--- src/rtl/oh_cellchar2.sv ---
// Characterization driver for 2-input cells: Gray-ordered a/b sweep, settle wait, synchronized
// z sampling against a programmable truth table, with error count and first-failure capture.
module oh_cellchar2 #(
  parameter logic [3:0]  TRUTH  = 4'b0111,
  parameter int unsigned SETTLE = 4,
  parameter int unsigned LW     = 16,
  parameter int unsigned CW     = 8
) (
  input  logic          clk,
  input  logic          nreset,
  input  logic          start,
  input  logic          abort,
  input  logic [LW-1:0] loops,
  output logic          a_out,
  output logic          b_out,
  input  logic          z_in,
  output logic          busy,
  output logic          done,
  output logic          pass,
  output logic [CW-1:0] errcount,
  output logic [1:0]    fail_vec,
  output logic          fail_valid
);

  localparam int unsigned SW = $clog2(SETTLE + 2);

  localparam logic [2:0] StIdle   = 3'd0;
  localparam logic [2:0] StApply  = 3'd1;
  localparam logic [2:0] StWait   = 3'd2;
  localparam logic [2:0] StSample = 3'd3;
  localparam logic [2:0] StDone   = 3'd4;

  logic [2:0]    r_state, w_state_d;
  logic [SW-1:0] r_wcnt, w_wcnt_d;
  logic [LW-1:0] r_loops, w_loops_d;
  logic [1:0]    r_idx, w_idx_d;
  logic [1:0]    r_vec, w_vec_d;
  logic          r_busy, w_busy_d;
  logic          r_done, w_done_d;
  logic          r_pass, w_pass_d;
  logic [CW-1:0] r_err, w_err_d;
  logic [1:0]    r_fail_vec, w_fail_vec_d;
  logic          r_fail_valid, w_fail_valid_d;
  logic [1:0]    r_zsync;

  logic w_active;
  logic w_mismatch;

  assign w_active   = (r_state == StApply) || (r_state == StWait) || (r_state == StSample);
  assign w_mismatch = (r_zsync[1] != TRUTH[r_vec]);

  always_comb begin
    w_state_d      = r_state;
    w_wcnt_d       = r_wcnt;
    w_loops_d      = r_loops;
    w_idx_d        = r_idx;
    w_vec_d        = r_vec;
    w_busy_d       = r_busy;
    w_done_d       = r_done;
    w_pass_d       = r_pass;
    w_err_d        = r_err;
    w_fail_vec_d   = r_fail_vec;
    w_fail_valid_d = r_fail_valid;

    if (w_active && abort) begin
      // Abort keeps the partial error record; only the verdict is forced.
      w_state_d = StDone;
      w_busy_d  = 1'b0;
      w_done_d  = 1'b1;
      w_pass_d  = 1'b0;
    end else begin
      unique case (r_state)
        StIdle, StDone: begin
          if (start && !abort) begin
            w_err_d        = '0;
            w_fail_vec_d   = '0;
            w_fail_valid_d = 1'b0;
            if (loops == '0) begin
              w_state_d = StDone;
              w_done_d  = 1'b1;
              w_pass_d  = 1'b1;
              w_busy_d  = 1'b0;
            end else begin
              w_state_d = StApply;
              w_loops_d = loops;
              w_idx_d   = 2'd0;
              w_done_d  = 1'b0;
              w_pass_d  = 1'b0;
              w_busy_d  = 1'b1;
            end
          end
        end
        StApply: begin
          w_vec_d   = {r_idx[1], r_idx[1] ^ r_idx[0]};
          w_wcnt_d  = SW'(SETTLE + 1);
          w_state_d = StWait;
        end
        StWait: begin
          // Covers settle time plus the two synchronizer stages.
          if (r_wcnt == '0) begin
            w_state_d = StSample;
          end else begin
            w_wcnt_d = r_wcnt - SW'(1);
          end
        end
        StSample: begin
          if (w_mismatch) begin
            if (!(&r_err)) begin
              w_err_d = r_err + CW'(1);
            end
            if (!r_fail_valid) begin
              w_fail_vec_d   = r_vec;
              w_fail_valid_d = 1'b1;
            end
          end
          w_idx_d   = r_idx + 2'd1;
          w_state_d = StApply;
          if (r_idx == 2'd3) begin
            if (r_loops == LW'(1)) begin
              w_state_d = StDone;
              w_busy_d  = 1'b0;
              w_done_d  = 1'b1;
              w_pass_d  = (r_err == '0) && !w_mismatch;
            end else begin
              w_loops_d = r_loops - LW'(1);
            end
          end
        end
        default: w_state_d = StIdle;
      endcase
    end
  end

  always_ff @(posedge clk or negedge nreset) begin
    if (!nreset) begin
      r_state      <= StIdle;
      r_wcnt       <= '0;
      r_loops      <= '0;
      r_idx        <= '0;
      r_vec        <= '0;
      r_busy       <= 1'b0;
      r_done       <= 1'b0;
      r_pass       <= 1'b0;
      r_err        <= '0;
      r_fail_vec   <= '0;
      r_fail_valid <= 1'b0;
      r_zsync      <= '0;
    end else begin
      r_state      <= w_state_d;
      r_wcnt       <= w_wcnt_d;
      r_loops      <= w_loops_d;
      r_idx        <= w_idx_d;
      r_vec        <= w_vec_d;
      r_busy       <= w_busy_d;
      r_done       <= w_done_d;
      r_pass       <= w_pass_d;
      r_err        <= w_err_d;
      r_fail_vec   <= w_fail_vec_d;
      r_fail_valid <= w_fail_valid_d;
      r_zsync      <= {r_zsync[0], z_in};
    end
  end

  assign a_out      = r_vec[1];
  assign b_out      = r_vec[0];
  assign busy       = r_busy;
  assign done       = r_done;
  assign pass       = r_pass;
  assign errcount   = r_err;
  assign fail_vec   = r_fail_vec;
  assign fail_valid = r_fail_valid;

endmodule

--- config.mk ---
export PLATFORM = sky130hd
export DESIGN_NAME = oh_cellchar2
export DESIGN_NICKNAME = d
export VERILOG_FILES = /design/src/rtl/oh_cellchar2.sv
export SDC_FILE = /design/constraint.sdc
export NUM_CORES = 1
export LEC_CHECK = 0
export ABC_AREA = 1
export BUFFER_PORTS_ARGS = -buffer_cell sky130_fd_sc_hd__buf_4
export CORE_MARGIN = 2
export CORE_UTILIZATION = 50
export CTS_CLUSTER_DIAMETER = 30
export CTS_CLUSTER_SIZE = 28
export DETAILED_ROUTE_END_ITERATION = 7
export PLACE_DENSITY_LB_ADDON = 0.3
export SKIP_CTS_REPAIR_TIMING = 1
export SLEW_MARGIN = 10
export SYNTH_ARGS = -nofsm -noshare
export SYNTH_HDL_FRONTEND = slang
export SYNTH_SLANG_ARGS = --single-unit
--- constraint.sdc ---
create_clock -name clk -period 2.7 [get_ports clk]
set_input_delay 0.135 -clock clk [delete_from_list [all_inputs] [get_ports clk]]
set_output_delay 0.135 -clock clk [all_outputs]
set_load 0.02 [all_outputs]
# == After elaboration in Yosys (flattened, before gate mapping) ==
# Index checks and enable logic that the tools add are counted.
# classes
mux,46
eq_ne,19
n_bitwise,2
n_reduce_logical,25
n_lt_le_gt_ge,1
addsub,4
# op_table
op,n
$mux 16,4
$pmux 16 s2,1
$mux 8,3
$mux 3,7
$eq 16x1->1 const B,1
$logic_not 16->1,1
$mux 1,16
$pmux 8 s2,1
$sub 16x1->16 const B,1
$ne 2x2->1 const B,7
$pmux 3 s4,1
$reduce_and 4->1,3
$mux 2,5
$reduce_and 5->1,2
$ne 3x1->1 const B,3
$add 8x1->8 const B,1
$logic_not 8->1,1
$pmux 1 s2,4
$pmux 2 s2,2
$reduce_and 8->1,1
$eq 3x2->1 const B,2
$logic_not 3->1,2
$pmux 3 s2,1
$reduce_and 6->1,1
other kinds (20),26
# totals
elab_cells,109
out_inout_bits,16
inputBits,21
ff_bits,42

# == Longest topological paths before layout ==
# logic_depth
ltp_word,9
mapped_depth,10
mapped_depth_nobuf,10

# == Least setup slack after synthesis ==
# Ideal clock, no wire load.
# synth_path
kind,reg2reg
from,"register r_err[1], in the netlist errcount[1]"
to,"register r_err[4], in the netlist errcount[4]"
path_stages_with_launch,9
required_ns,2.624
n_path_buf,1
synth_period_minus_slack_ns,1.524
path_slack_ns,1.176
setup_ns,0.076
t_arrival_ns,1.448
cell_sequence,dfrtp_1 > ha_1 > nand3_1 > nor2_1 > nand4_1 > nand2_2 > buf_6 > nand2_1 > o21ai_1
# synth_between
elab_chain_cells,4
word_cells_on_any_way,7
cone_classes,add/sub: 1; eq/ne: 1; mux: 3; reduce/logical: 2
# synth_rtl
item,line_no,rtl
start: declaration,41,"logic [CW-1:0] r_err, w_err_d;"
start signal: assignment,157,r_err <= w_err_d;
$add 8x1->8,109,w_err_d = r_err + CW'(1);
$mux 8,108,if (!(&r_err)) begin
$mux 8,107,if (w_mismatch) begin
$pmux 8 s2,72,unique case (r_state)
# Several ways; a longest one is shown, not always the timed one. The select of a mux whose other input is x is not followed.
# A chain may end at the register's enable or synchronous reset.

# == Worst setup path after layout ==
# layout_path
from,register r_state[2]
to,register r_loops[8]
# layout_between
elab_chain_cells,6
word_cells_on_any_way,17
cone_classes,eq/ne: 8; mux: 1; bitwise: 1; reduce/logical: 7
# layout_rtl
item,line_no,rtl
start: declaration,33,"logic [2:0] r_state, w_state_d;"
start signal: assignment,136,r_state <= StIdle;
start signal: assignment,149,r_state <= w_state_d;
"parallel branches: the longest is 6 deep, another holds $reduce_and 6->1",--,
end signal: assignment,151,r_loops <= w_loops_d;
end: declaration,35,"logic [LW-1:0] r_loops, w_loops_d;"
# Parallel ways; which one is timed is not known.

==> metrics <==
max incr delay on CP 0.43 ns; Worst R2R End r_loops[8]$_DFFE_PN0P_; CTS Buf Count 5; drt initial violations about 150; Tmin final 1.863 ns; Die X ~77 um; worst-skew pair later-pin latency 0.29 ns; P per Cell Area ~900 nW/um^2; Antenna Nets Post-Route 0; reg2reg setup slack between 0.8 and 0.9 ns; r2r worst-path depth 9; post-synthesis cell area 2669 sq um; Reg clk slew, reported paths around 0.080 ns; critical path class reg2reg; Ys Warns 0; Mapped Nets between 400 and 500; Routed Wire Length between 6 and 7 mm; routability cong. approximately 0.96; setup TNS 0 ns; # rows 26; pins over their slew limit 0; routed len/inst between 10 and 15 um; post-synthesis cell type count 27; Hold Path Sink r_loops[9]$_DFFE_PN0P_; vias in the first global route 2483; Core Box Area approximately 5100 sq um; Die Area 5938 sq um; Mapped Cells a little under 400; # DRC 0; CTS tree done; drt via density 5.038; buffers added on ports 36; Slew Limit Headroom between 60% and 70%; GRT Util Overall around 22%; Ports 37; maxcap violations 0; P_leak around 1.6 nW; grt ovf 0; hold wc startpoint loops[9]; # fillers 509; status finished, final reports clean; Hold/Removal Path Class in2reg; Hold Fails Final Rpt 0; Diodes inserted 0; crit path max fanout 24; Final Cycle Share 69.01%; RSZ-0062 raised after global routing false; register area share after synthesis between 30% and 40%; WP data required 2.91 ns; P&R area growth vs syn 16.60%; antenna violations before repair 0; CP Cell Sequence inv_2, nand3_2, nand2_1, nand2_2, nor2_4, nand2_2, nor2_4, nand2_1, o21ai_1; Clock Tree Buf Depth 2; Starting Density 51.92%; Setup crit start r_state[2]$_DFFE_PN0P_; Nets roughly 460; largest net degree at the start of global routing 43; DP Wirelength between 4 and 5 mm; skew final around 0.0073 ns; startpoint types flip-flop; Slowest cell on crit path nor2_4; root buffer selected by CTS clkbuf_8; FMAX around 540 MHz; Vias between 2000 and 3000; # setup viols final 0; H-tree depth 2; first-pass GRT wire length around 11 mm; Sink Count 42; synthesized area per cell roughly 6.8 sq um; First-pass DRT Iterations 4; hold depth 5; Arr. time, crit path between 2 and 2.5 ns; DIE HEIGHT between 70 and 80 um; Seq cells post-synth 42; layout cell share with drive strength beyond 1 14.52%; Pwr Total ~0.0029 W; measured slew at the worst slew-check pin between 0.5 and 0.6 ns; reg2reg start r_state[2]$_DFFE_PN0P_; Max IR drop VDD 0.4545 mV; crit path capture type flip-flop
[Yosys cell counts]
cell type | number | area share [%]
or2_2 | 3 | 0.70
o22ai_1 | 1 | 0.23
nor2_1 | 44 | 6.2
clkbuf_2 | 1 | 0.19
ha_1 | 7 | 3.3
nand2_1 | 146 | 21
nor3_1 | 1 | 0.19
a21oi_4 | 1 | 0.61
buf_2 | 2 | 0.38
o21bai_1 | 1 | 0.28
clkbuf_1 | 3 | 0.42
xor2_1 | 3 | 0.98
nand4_1 | 4 | 0.94
buf_6 | 3 | 1.3
o21ai_2 | 1 | 0.33
nand3_2 | 2 | 0.75
nand3_1 | 41 | 7.7
a21oi_1 | 5 | 0.94
nor2_2 | 1 | 0.23
nand3b_1 | 2 | 0.56
dfrtp_1 | 42 | 39
o21ai_1 | 18 | 3.4
o21ai_0 | 18 | 3.4
inv_1 | 36 | 5.1
nand2_2 | 3 | 0.70
inv_2 | 4 | 0.56
nor2_4 | 2 | 0.84
[routing by layer]
layer  global-route usage (%)  wire (um)  vias up
met5                        0          0        -
met4                    4.821         36        0
met3                    3.176        201        4
met2                    40.09       3008       43
met1                    27.68       2841     1160
li1                         -          -     1332
[state kept, by name, indices dropped and copies added, names as in the netlist, 2 cells and up]
register and flops:
fail_vec 2, r_loops 16, r_wcnt 3, r_state 3
r_vec 2, r_zsync 2, errcount 8, r_idx 2
[how the worst max path moves through the flow]
stage | end | slack (ns)
6_report | r_loops[8]$_DFFE_PN0P_ | 0.84
4_1_cts | r_loops[14]$_DFFE_PN0P_ | 0.82
2_1_floorplan | errcount[4]$_DFFE_PN0P_ | 1.18
3_3_place_gp | r_loops[14]$_DFFE_PN0P_ | 0.90
5_1_grt | r_loops[3]$_DFFE_PN0P_ | 0.64
3_5_place_dp | r_loops[14]$_DFFE_PN0P_ | 0.84
[placed cells by master (no fill, tap or decap)]
cell type,n
a21oi_1,5
a21oi_4,1
buf_4,38
clkbuf_8,8
dfrtp_1,42
dlygate4sd3_1,2
ha_1,7
inv_1,36
inv_2,4
nand2_1,146
nand2_2,3
nand3_1,41
nand3_2,2
nand3b_1,2
nand4_1,4
nor2_1,44
nor2_2,1
nor2_4,2
nor3_1,1
o21ai_0,18
o21ai_1,18
o21ai_2,1
o21bai_1,1
o22ai_1,1
or2_2,3
xor2_1,3
[critical path: cells and delay by family, from the launching register on]
kind	cells	cell delay, ns
simple gates	7	1.18
flops	1	0.39
buf+inv	1	0.10
compound gates	1	0.10
[where the power goes]
part	internal [W]	leakage, nW	switching (W)
Sequential	0.000831	0.543	0.000184
Combinational	0.000461	0.986	0.000923
Clock	0.000258	0.0575	0.000213
[kinds of logic (layout without fill, tap and decap cells)]
| logic type | after synthesis | in the layout | synth area share (%) |
|---|---|---|---|
| compound gates | 45 | 45 | 9.143 |
| fa+ha+maj | 7 | 7 | 3.282 |
| buf+inv | 49 | 88 | 7.876 |
| xor+xnor | 3 | 3 | 0.9847 |
| flops | 42 | 42 | 39.38 |
| simple gates | 249 | 249 | 39.33 |
[stage by stage]
stage / cells / instance area (sq um) / hold slack (ns) / util (%) / worst slack [ns]
floorplan: 395 / 2669 / -0.1606 / - / 1.176
global placement: 494 / 2982 / 0.1576 / 58.01 / 0.9020
detailed placement: 494 / 2982 / 0.1636 / 58.01 / 0.8367
CTS: 502 / 3092 / -0.1480 / 60.15 / 0.8248
global route: 504 / 3112 / 0.1594 / 60.54 / 0.6372
finish: 504 / 3112 / 0.1630 / 60.54 / 0.8369
[cell type report]
cell class	count	area [sq um]	area share, %
multi-input combinational	304	1408	45.24
sequential	42	1051	33.78
timing repair buffer	40	305.3	9.811
inverter	40	150.1	4.825
clock buffer	8	110.1	3.538
tap	70	87.58	2.815
Note: power is estimated with default switching activity, not from simulation.
